===== src/rtl/note_recorder.sv =====
// note_recorder
//   Record/playback engine for the piano note path. In REC it samples the
//   4-bit keyboard note code once per tick and run-length encodes it into a
//   small on-chip buffer of {note, duration} entries. In PLAY it regenerates
//   the same note stream plus a buzzer enable from that buffer.
//
// Handshake: commands are single-cycle pulses sampled on the rising edge.
//   Same-cycle priority is stop > rec_start > play_start. rec_start and
//   play_start act only in IDLE, and stop in IDLE does nothing.
//
// Ports:
//   i_clk         system clock, rising edge
//   i_rst_n       asynchronous active-low reset
//   i_note_in     live note code (0 = silence, 1..15 = notes)
//   i_rec_start   pulse: begin recording
//   i_play_start  pulse: begin playback (ignored when buffer is empty)
//   i_stop        pulse: end the current operation
//   o_note_out    note code during playback, 0 otherwise
//   o_play_en     buzzer enable, high only in PLAY
//   o_recording   high in REC
//   o_playing     high in PLAY
//   o_count       number of valid buffer entries
//   o_full        high when o_count == DEPTH
//   o_state       current FSM state, for debug visibility
module note_recorder #(
    parameter int CLK_HZ  = 100000000,
    parameter int TICK_MS = 10,
    parameter int DEPTH   = 64,
    parameter int DUR_W   = 8
) (
    input  logic                     i_clk,
    input  logic                     i_rst_n,
    input  logic [3:0]               i_note_in,
    input  logic                     i_rec_start,
    input  logic                     i_play_start,
    input  logic                     i_stop,
    output logic [3:0]               o_note_out,
    output logic                     o_play_en,
    output logic                     o_recording,
    output logic                     o_playing,
    output logic [$clog2(DEPTH):0]   o_count,
    output logic                     o_full,
    output logic [1:0]               o_state
);

    localparam int TICK_CYC = CLK_HZ / 1000 * TICK_MS;
    localparam int TCW      = (TICK_CYC > 1) ? $clog2(TICK_CYC) : 1;
    localparam int AW       = $clog2(DEPTH);
    localparam int CW       = AW + 1;
    localparam int EW       = 4 + DUR_W;

    localparam logic [TCW-1:0]   TICK_LAST = TCW'(TICK_CYC - 1);
    localparam logic [DUR_W-1:0] DUR_MAX   = '1;
    localparam logic [DUR_W-1:0] DUR_ONE   = DUR_W'(1);
    localparam logic [CW-1:0]    DEPTH_C   = CW'(DEPTH);
    localparam logic [CW-1:0]    CNT_ONE   = CW'(1);

    typedef enum logic [1:0] {
        S_IDLE = 2'd0,
        S_REC  = 2'd1,
        S_PLAY = 2'd2
    } state_t;

    state_t             r_state;
    logic [TCW-1:0]     r_tick_cnt;
    logic [3:0]         r_cur_note;
    logic [DUR_W-1:0]   r_dur;
    logic [CW-1:0]      r_count;
    logic [CW-1:0]      r_idx;
    logic [DUR_W-1:0]   r_remaining;
    logic [3:0]         r_note_out;
    logic               r_play_en;
    logic               r_recording;
    logic               r_playing;
    logic               r_full;
    logic [EW-1:0]      r_mem [DEPTH];

    logic               w_tick;
    logic               w_enter_rec;
    logic               w_enter_play;
    logic               w_extend;
    logic               w_wr_en;
    logic [AW-1:0]      w_wr_addr;
    logic [EW-1:0]      w_wr_data;
    logic [CW-1:0]      w_count_inc;
    logic [CW-1:0]      w_idx_next;
    logic [EW-1:0]      w_first_entry;
    logic [EW-1:0]      w_next_entry;

    // Command decode: stop blocks both starts in IDLE.
    assign w_enter_rec  = (r_state == S_IDLE) && !i_stop && i_rec_start;
    assign w_enter_play = (r_state == S_IDLE) && !i_stop && !i_rec_start &&
                          i_play_start && (r_count != '0);

    assign w_tick = (r_tick_cnt == TICK_LAST);

    // The current run grows while the note is unchanged and has headroom;
    // a saturated run is closed and a fresh run of the same note begins.
    assign w_extend = (i_note_in == r_cur_note) && (r_dur != DUR_MAX);

    // A run is written when it is closed by a tick or flushed by stop, but
    // never an empty run and never past the end of the buffer.
    assign w_wr_en   = (r_state == S_REC) && (r_dur != '0) && (r_count != DEPTH_C) &&
                       (i_stop || (w_tick && !w_extend));
    assign w_wr_addr = r_count[AW-1:0];
    assign w_wr_data = {r_cur_note, r_dur};
    assign w_count_inc = r_count + CNT_ONE;

    // Combinational reads of the register array keep playback latency at
    // zero cycles past the loading edge.
    assign w_idx_next    = r_idx + CNT_ONE;
    assign w_first_entry = r_mem[0];
    assign w_next_entry  = r_mem[w_idx_next[AW-1:0]];

    // Tick divider restarts on entry to REC or PLAY so the first tick lands
    // exactly one period after the start command edge.
    always_ff @(posedge i_clk or negedge i_rst_n) begin
        if (!i_rst_n) begin
            r_tick_cnt <= '0;
        end else if (w_enter_rec || w_enter_play || w_tick) begin
            r_tick_cnt <= '0;
        end else begin
            r_tick_cnt <= r_tick_cnt + TCW'(1);
        end
    end

    // Buffer storage: no reset, contents only change during REC.
    always_ff @(posedge i_clk) begin
        if (w_wr_en) begin
            r_mem[w_wr_addr] <= w_wr_data;
        end
    end

    // Main FSM with registered outputs.
    always_ff @(posedge i_clk or negedge i_rst_n) begin
        if (!i_rst_n) begin
            r_state     <= S_IDLE;
            r_cur_note  <= '0;
            r_dur       <= '0;
            r_count     <= '0;
            r_idx       <= '0;
            r_remaining <= '0;
            r_note_out  <= '0;
            r_play_en   <= 1'b0;
            r_recording <= 1'b0;
            r_playing   <= 1'b0;
            r_full      <= 1'b0;
        end else begin
            case (r_state)
                S_IDLE: begin
                    if (w_enter_rec) begin
                        r_state     <= S_REC;
                        r_recording <= 1'b1;
                        r_count     <= '0;
                        r_full      <= 1'b0;
                        r_cur_note  <= i_note_in;
                        r_dur       <= '0;
                    end else if (w_enter_play) begin
                        r_state     <= S_PLAY;
                        r_playing   <= 1'b1;
                        r_play_en   <= 1'b1;
                        r_idx       <= '0;
                        r_note_out  <= w_first_entry[EW-1:DUR_W];
                        r_remaining <= w_first_entry[DUR_W-1:0];
                    end
                end

                S_REC: begin
                    if (i_stop) begin
                        if (w_wr_en) begin
                            r_count <= w_count_inc;
                            r_full  <= (w_count_inc == DEPTH_C);
                        end
                        r_state     <= S_IDLE;
                        r_recording <= 1'b0;
                    end else if (w_tick) begin
                        if (w_extend) begin
                            r_dur <= r_dur + DUR_ONE;
                        end else begin
                            r_cur_note <= i_note_in;
                            r_dur      <= DUR_ONE;
                            if (w_wr_en) begin
                                r_count <= w_count_inc;
                                // Buffer just filled: the new run is dropped.
                                if (w_count_inc == DEPTH_C) begin
                                    r_full      <= 1'b1;
                                    r_state     <= S_IDLE;
                                    r_recording <= 1'b0;
                                end
                            end
                        end
                    end
                end

                S_PLAY: begin
                    if (i_stop) begin
                        r_state    <= S_IDLE;
                        r_note_out <= '0;
                        r_play_en  <= 1'b0;
                        r_playing  <= 1'b0;
                    end else if (w_tick) begin
                        if (r_remaining <= DUR_ONE) begin
                            if (w_idx_next == r_count) begin
                                r_state    <= S_IDLE;
                                r_note_out <= '0;
                                r_play_en  <= 1'b0;
                                r_playing  <= 1'b0;
                            end else begin
                                r_idx       <= w_idx_next;
                                r_note_out  <= w_next_entry[EW-1:DUR_W];
                                r_remaining <= w_next_entry[DUR_W-1:0];
                            end
                        end else begin
                            r_remaining <= r_remaining - DUR_ONE;
                        end
                    end
                end

                default: begin
                    r_state <= S_IDLE;
                end
            endcase
        end
    end

    assign o_note_out  = r_note_out;
    assign o_play_en   = r_play_en;
    assign o_recording = r_recording;
    assign o_playing   = r_playing;
    assign o_count     = r_count;
    assign o_full      = r_full;
    assign o_state     = r_state;

endmodule


===== config.mk =====
export PLATFORM = sky130hd
export DESIGN_NAME = note_recorder
export DESIGN_NICKNAME = d
export VERILOG_FILES = /design/src/rtl/note_recorder.sv
export SDC_FILE = /design/constraint.sdc
export NUM_CORES = 1
export LEC_CHECK = 0
export CORE_UTILIZATION = 35
export DETAILED_ROUTE_END_ITERATION = 7
export HOLD_SLACK_MARGIN = 0.15
export PLACE_DENSITY = 0.47
export REMOVE_ABC_BUFFERS = 1
export SYNTH_ARGS = -nofsm -noshare
export SYNTH_HDL_FRONTEND = slang
export SYNTH_SLANG_ARGS = --single-unit
export TNS_END_PERCENT = 1

===== constraint.sdc =====
create_clock -name i_clk -period 4.6 [get_ports i_clk]
set_clock_uncertainty 0.15 [all_clocks]
set_input_delay 0.46 -clock i_clk [delete_from_list [all_inputs] [get_ports i_clk]]
set_output_delay 0.46 -clock i_clk [all_outputs]
set_load 0.05 [all_outputs]

Word level (Yosys, flattened, before mapping)
Memories as Yosys holds them, arrays and structs flattened.
Index checks and enable logic that the tools add are counted.
{ "classes": {"n_lt_le_gt_ge": 1, "n_addsub": 5, "reduce_logical": 31, "n_eq_ne": 28, "n_mux": 74} }
{ "ops": {"columns": ["op", "n"], "rows": [
  ["8-bit two-way mux", 10],
  ["7-bit two-way mux", 11],
  ["4-bit two-way mux", 10],
  ["8-bit case mux with 2 select lines", 2],
  ["7-bit case mux with 2 select lines", 2],
  ["3-bit != test, second input constant", 8],
  ["6-bit AND reduction", 4],
  ["2-bit two-way mux", 11],
  ["2-bit != test, second input constant", 11],
  ["1-bit two-way mux", 21],
  ["20-bit by 1-bit adder with 20-bit output, second input constant", 1],
  ["20-bit == test, second input constant", 1],
  ["20-bit two-way mux", 1],
  ["4-bit case mux with 2 select lines", 2],
  ["7-bit by 1-bit adder with 7-bit output, second input constant", 2],
  ["1-bit logical AND", 10],
  ["5-bit AND reduction", 2],
  ["8-bit by 1-bit adder with 8-bit output, second input constant", 1],
  ["8-bit by 1-bit <= comparator with 1-bit output, second input constant", 1],
  ["8-bit != test, second input constant", 1],
  ["4-bit AND reduction", 2],
  ["8-bit AND reduction", 1],
  ["8-bit nonzero test", 1],
  ["8-bit by 1-bit subtractor with 8-bit output, second input constant", 1],
  ["15 further kinds", 22]
]} }
{ "word_totals": {"ff_bits": 63, "elab_cells": 151, "in_bits": 9, "ramBits": 768, "mem_count": 1} }
{ "memory_table": {"columns": ["name", "words", "word_bits", "read_ports", "rd_clocked_by_memory_dff", "write_ports", "line", "rtl"], "rows": [
  ["r_mem", 64, 12, 2, 0, 1, "76", "logic [EW-1:0] r_mem [DEPTH];"]
]} }

Depth between registers and ports, before layout
Gate-level depths: netlist of run 1.
{ "logic_depth": {"ltp_word": 11, "mapped_depth": 13, "mapped_depth_nobuf": 9} }

Worst setup path after synthesis of run 1
Ideal clock, no wire load.
{ "synth_timing": {"path_kind": "register -> register", "start": "register r_dur[0]", "end": "memory r_mem[58][0] in the netlist's numbering (enable)", "period_less_slack_ns": 3.710, "stages_incl_launch_ff": 9, "path_slack_ns": 0.890, "t_arrival_ns": 3.179, "path_buffers": 1, "cell_sequence": "dfrtp_1 > ha_1 > nand3_1 > nor2_1 > o2111a_1 > o211ai_1 > or4_1 > clkbuf_1 > nor2_1"} }
{ "synth_via": {"elab_chain_cells": 8} }
{ "synth_lines": {"columns": ["item", "line", "rtl"], "rows": [
  ["start: declaration", "67", "logic [DUR_W-1:0] r_dur;"],
  ["start signal: assignment", "178", "r_dur <= r_dur + DUR_ONE;"],
  ["8-bit != test", "99", "assign w_extend = (i_note_in == r_cur_note) && (r_dur != DUR_MAX);"],
  ["1-bit logical AND", "99", null],
  ["1-bit logical NOT", "104", "(i_stop || (w_tick && !w_extend));"],
  ["1-bit logical AND", "104", null],
  ["1-bit logical OR", "104", null],
  ["1-bit logical AND *", "103", "assign w_wr_en = (r_state == S_REC) && (r_dur != '0) && (r_count != DEPTH_C) &&"],
  ["1-bit two-way mux *", "129", "if (w_wr_en) begin"],
  ["1-bit two-way mux (implied by the code) *", "130", "r_mem[w_wr_addr] <= w_wr_data;"],
  ["end: declaration", "76", null]
]} }
Every way passes the cells marked *; elsewhere a longest branch is shown, timed or not.

Final worst setup path of run 1
{ "layout_timing": {"start": "register r_dur[1]", "end": "memory r_mem[48][11] in the netlist's numbering (enable)"} }
Same word-level chain as after synthesis.

==> flow_metrics.tcl, run 1 <==
set metrics [dict create \
    critPathMaxFanout 24 \
    cts-root-buf "clkbuf_16" \
    cts_resized 0 \
    drt_iter0_markers 1666 \
    first_global_vias 18290 \
    synth_area_um2 33500 \
    dr_total_vias 17509 \
    viasPerCell 5.28 \
    setup_viol 0 \
    hold_ws_ns 0.321 \
    antenna_found_initial 3 \
    seq_area_frac_synth_pct 73.5 \
    yosys_register_bits 831 \
    synth_edf_count 768 \
    cts_tree "built" \
    startpoint_type "register" \
    hold_viol 0 \
    core_area_um2 94900 \
    total_leakage_power_nw 13.6 \
    max-vdd-ir-drop_mv 0.421 \
    dr.pass1.iters 5 \
    fmax_mhz 244 \
    start_util_pct 35.3 \
    drt-total-wl_um 89600 \
    clk_latency_ns 0.66 \
    die-width_um 311 \
    synth_common_cells "edfxtp_1, nand2_1, mux4_2" \
    yosysTopAreaCell "edfxtp_1" \
    slew_headroom_pct 20.0 \
    rsz0062_at_grt "false" \
    max_cap_violations 0 \
    dp_hpwl_um 55800 \
    dpl_cell_area_um2 35900 \
    nets 1990 \
    antenna_left 0 \
    synth_area_per_cell_um2 18.3 \
    critPathKind "register to register" \
    ys.warnings.count 0 \
    crit_arrival_ns 4.21 \
    yosys-top-cells-area "edfxtp_1, mux4_2, dfrtp_1" \
    layout.cells.non_filler 3316 \
    gr-usage-all-layers_pct 18.6 \
    dp_cells 3143 \
    num_rows 113 \
    cts_buffers 92 \
    syn_inst 1834 \
    critPathRequiredTime_ns 4.72 \
    drive_gt1_share_pct 23.9 \
    io_buffer_count 25 \
    die_h_um 311 \
    areaGrowthSynthToFinish_pct 15.9 \
    cts_buffer_depth 3 \
    worst_pin_slew_ns 1.20 \
    cp-end-kind "register" \
    final_area_um2 38800 \
    grt_overflow 0 \
    synth_most_common_cell "edfxtp_1" \
    power_mw 17.0 \
    r2r_start "r_dur[1]" \
    dieArea_um2 97000 \
    cts.sinks 831 \
    gp_congestion 0.831 \
    grt_first_pass_wirelength_um 131000 \
    async_flop_share_pct 7.58 \
    min_period_ns 4.09 \
    netlist-cell-type-count 78 \
    timing.final.crit_share_pct 88.9 \
    hp-class "input port to asynchronous set/reset pin" \
    crit_start "r_dur[1]" \
    drc 0 \
    htree_levels 3 \
    synth_top_area_share_pct 68.8 \
    p_per_area_nw_per_um2 438 \
    wl_per_cell_um 27.0 \
    ioPinCount 26 \
    grt_max_degree 75 \
    synth_ff_type "edfxtp_1" \
    clkTransAtPathRegs_ns 0.06 \
    status "finished clean" \
    slew_viol_final 0 \
]
-- final cells by class --
type / instances / area, um2
fillers: 8523 / 56000
diodes: 1 / 2.50
repair buffers: 147 / 1250
inverters: 12 / 45.0
clock buffers: 123 / 2470
multi-input cells: 889 / 8360
well taps: 1265 / 1580
clock inverters: 48 / 475
flip-flops and latches: 831 / 24700
-- kinds of logic after synthesis --
group	share of synthesized area, %
DFF	73.5
buffers and inverters	1.77
AOI/OAI and AO/OA	2.87
and+or+nand+nor	6.55
muxes	13.6
xor gates and xnor gates	1.40
adders and majority gates	0.299
-- worst paths after layout --
path                                      end  slack, ns  cells after the start
worst max-delay path            r_mem[48][11]       0.51                      8
worst min-delay path            r_cur_note[2]       0.32                      2
worst max register to register  r_mem[48][11]       0.51                      8
worst min register to register  r_tick_cnt[0]       0.36                      1
max in group asynchronous            r_dur[1]       2.92                      3
min in group i_clk              r_cur_note[1]       0.32                      2
-- metrics by stage --
step | TNS [ns] | setup WS, ns | utilization, %
after global placement | 0 | 0.518 | 37.8
after floorplan | -184.96 | -9.15 | -
after detailed placement | 0 | 0.383 | 37.8
final | 0 | 0.510 | 40.9
after CTS | 0 | 0.474 | 40.9
after global routing | 0 | 0.167 | 40.9
-- cells in the final DEF (no fill, tap or decap), drive strengths merged, types with 11 or more instances in the layout --
master         instances
nand2                208
nand4                 15
a311oi                12
edfxtp               768
xor2                  27
inv                   17
xnor2                 23
a31oi                 11
dfrtp                 63
clkbuf               123
clkinv                36
nand3                 56
buf                  122
o21ai                 45
mux2i                 12
clkdlybuf4s50         24
a21oi                 20
mux4                 193
and3                  27
nor2                 123
-- report_power, final --
part           switching, mW  total [mW]  internal, mW
Combinational          0.843        1.09         0.247
Clock                   3.06        7.15          4.09
Sequential             0.139        8.77          8.64
Total                   4.04        17.0          13.0
-- sequential cells by signal (all words and copies together) (netlist names), 2 cells and up --
signal	cells
r_idx	7
r_tick_cnt	20
o_count	7
r_remaining	8
r_cur_note	4
o_note_out	4
r_dur	8
r_mem	768
o_state	2
-- routing by layer --
metal / wire length, um / share of wire (%) / vias up / GRT usage [%]
met5: 0 / 0 / - / 0
met4: 2430 / 2.7 / 0 / 5.35
met3: 4090 / 4.6 / 125 / 2.91
met2: 41600 / 46 / 460 / 28.8
met1: 41500 / 46 / 9326 / 27.1
li1: - / - / 7598 / -
-- critical path, stage by stage, from the launching register on --
cell and delay [ns]:
dfrtp_2 0.66, ha_1 0.30, nand3_1 0.09, nor2_1 0.16, o2111a_1 0.27, o211ai_1 0.17, nor2_1 0.26, nand2_1 0.57
nor2_1 1.05
-- what timing repair did --
action | 4_1_cts | 5_1_grt
hold buffers | 1 | 0
buffers inserted | 0 | 0
endpoints found under the hold margin | 33 | 0
No activity file was read; power rests on OpenSTA's default activity.
==> inputs of run 2 (changes only) <==
--- a/config.mk
+++ b/config.mk
@@ -9,7 +9,9 @@
 export DETAILED_ROUTE_END_ITERATION = 7
 export HOLD_SLACK_MARGIN = 0.15
 export PLACE_DENSITY = 0.47
+export RECOVER_POWER = 25
 export REMOVE_ABC_BUFFERS = 1
+export SLEW_MARGIN = 20
 export SYNTH_ARGS = -nofsm -noshare
 export SYNTH_HDL_FRONTEND = slang
 export SYNTH_SLANG_ARGS = --single-unit
==> flow_metrics.tcl, run 2 (synthesis results as in run 1) <==
set metrics [dict create \
    status "complete, but fails checks" \
    violations "max-capacitance violations, max-slew violations" \
    drt_iter0_markers 1440 \
    top_register "r_mem" \
    layout_setup_ws_ns 0.521 \
    gr-usage-all-layers_pct 18.5 \
    rsz0062_at_grt "false" \
    pre_cts_slack_ns 0.418 \
    drt-total-wl_um 89400 \
    critPathMaxFanout 24 \
    dieArea_um2 97000 \
    final_common_cell "edfxtp_1" \
    cts_tree "built" \
    seqCellArea_um2 24700 \
    io_buffer_count 25 \
    total_leakage_power_nw 13.5 \
    viasPerCell 5.30 \
    antenna_left 0 \
    core_area_um2 94900 \
    mostFrequentLayoutCells "edfxtp_1, nand2_1, mux4_2" \
    max-vdd-ir-drop_mv 0.357 \
    critPathKind "register to register" \
    p_int_mw 12.9 \
    cts_buffer_depth 3 \
    antenna_found_initial 2 \
    cts_buffers 90 \
    crit_arrival_ns 4.20 \
    start_util_pct 35.3 \
    cts.sinks 831 \
    holdBufCountCts 1 \
    fill_cells 8504 \
    cp-end-kind "register" \
    drc 0 \
    switching_power_mw 3.96 \
    critPathRequiredTime_ns 4.72 \
    hold_viol 0 \
    dr_total_vias 17556 \
    dp_hpwl_um 55700 \
    grt_first_pass_wirelength_um 131000 \
    reg2reg_depth 8 \
    clk_latency_ns 0.65 \
    setup_tns_ns 0 \
    areaGrowthSynthToFinish_pct 15.5 \
    clockPowerShare_pct 41.5 \
    multi_input_area_um2 8370 \
    min_period_ns 4.08 \
    ioPinCount 26 \
    drive_gt1_share_pct 23.6 \
    num_rows 113 \
    switching_share_pct 23.5 \
    max_cap_violations 10 \
    slew_headroom_pct -141 \
    postCtsSetupRepairBufs 0 \
    cts-root-buf "clkbuf_16" \
    antenna_cells 0 \
    grt_max_degree 75 \
    timing.final.crit_share_pct 88.7 \
    top_regs "r_mem x768, r_tick_cnt x20" \
    clkTransAtPathRegs_ns 0.06 \
    worst_pin_slew_ns 3.61 \
    layout.cells.non_filler 3313 \
    grt_overflow 0 \
    die_h_um 311 \
    slew_viol_final 439 \
    seqPwrFrac_pct 52.0 \
    htree_levels 3 \
    whs_path_depth 2 \
    nets 1988 \
    hp-class "input port to register" \
    combPwrFrac_pct 6.5 \
    dp_cells 3143 \
    hold_start "i_note_in[1]" \
    r2r_start "r_dur[1]" \
    setup_viol 0 \
    hold_ws_ns 0.349 \
    gp_congestion 0.831 \
    p_per_area_nw_per_um2 437 \
    dr.pass1.iters 5 \
    cts_resized 0 \
    startpoint_type "register" \
    wl_per_cell_um 27.0 \
    fmax_mhz 245 \
    largest_register_ff_count 768 \
    first_global_vias 18223 \
    crit_start "r_dur[1]" \
    rrSetupSlack_ns 0.52 \
    die-width_um 311 \
]
-- run 2: cell count changes in the layout (fill, tap and decap cells not counted), moves of 5 or more --
cell / delta
clkbuf_1: +5
nor2_2: +5
inv_6: +5
clkbuf_8: -5
nor2_1: -5
buf_4: -11
clkinv_2: +6
-- run 2: cell type report --
class / count / share of cell area [%]
Timing Repair Buffer: 147 / 3.12
Clock inverter: 59 / 1.26
Sequential cell: 831 / 63.7
Multi-Input combinational cell: 889 / 21.6
Inverter: 12 / 0.116
Clock buffer: 110 / 6.07
Tap cell: 1265 / 4.09
-- run 2: per-stage QoR --
step | power, mW | utilization, % | cell area (um2)
after floorplan | 9.48 | - | 33000
after global placement | 10.0 | 37.8 | 35900
after detailed placement | 10.0 | 37.8 | 35900
after CTS | 17.1 | 40.8 | 38700
after global routing | 17.4 | 40.8 | 38700
final | 16.9 | 40.8 | 38700
-- run 2: power by group through the flow --
stage          combinational [mW]  sequential (mW)  clock (mW)
2_1_floorplan               0.300             9.18           0
3_3_place_gp                 1.09             8.93           0
3_5_place_dp                 1.12             8.93           0
4_1_cts                      1.12             8.77        7.19
5_1_grt                      1.18             8.81        7.45
6_report                     1.09             8.79        7.01
-- run 2: routing by layer --
layer	track usage, %	wire [um]
met4	5.14	2380
met2	29.2	42100
met5	0	0
met1	26.6	40900
met3	3.00	4040
-- run 2: worst max-delay path, cell delays in order, from the launching register on --
cell and delay, ns:
dfrtp_2 0.67, ha_1 0.30, nand3_1 0.09, nor2_1 0.16, o2111a_1 0.27, o211ai_1 0.16
nor2_1 0.27, nand2_1 0.59, nor2_1 1.03
-- run 2: final timing paths --
| check | end |
|---|---|
| max | r_mem[32][5] |
| min | r_cur_note[1] |
| max reg2reg | r_mem[32][5] |
| min reg2reg | r_tick_cnt[0] |
| max in group asynchronous | r_idx[0] |
| min in group asynchronous | r_cur_note[2] |
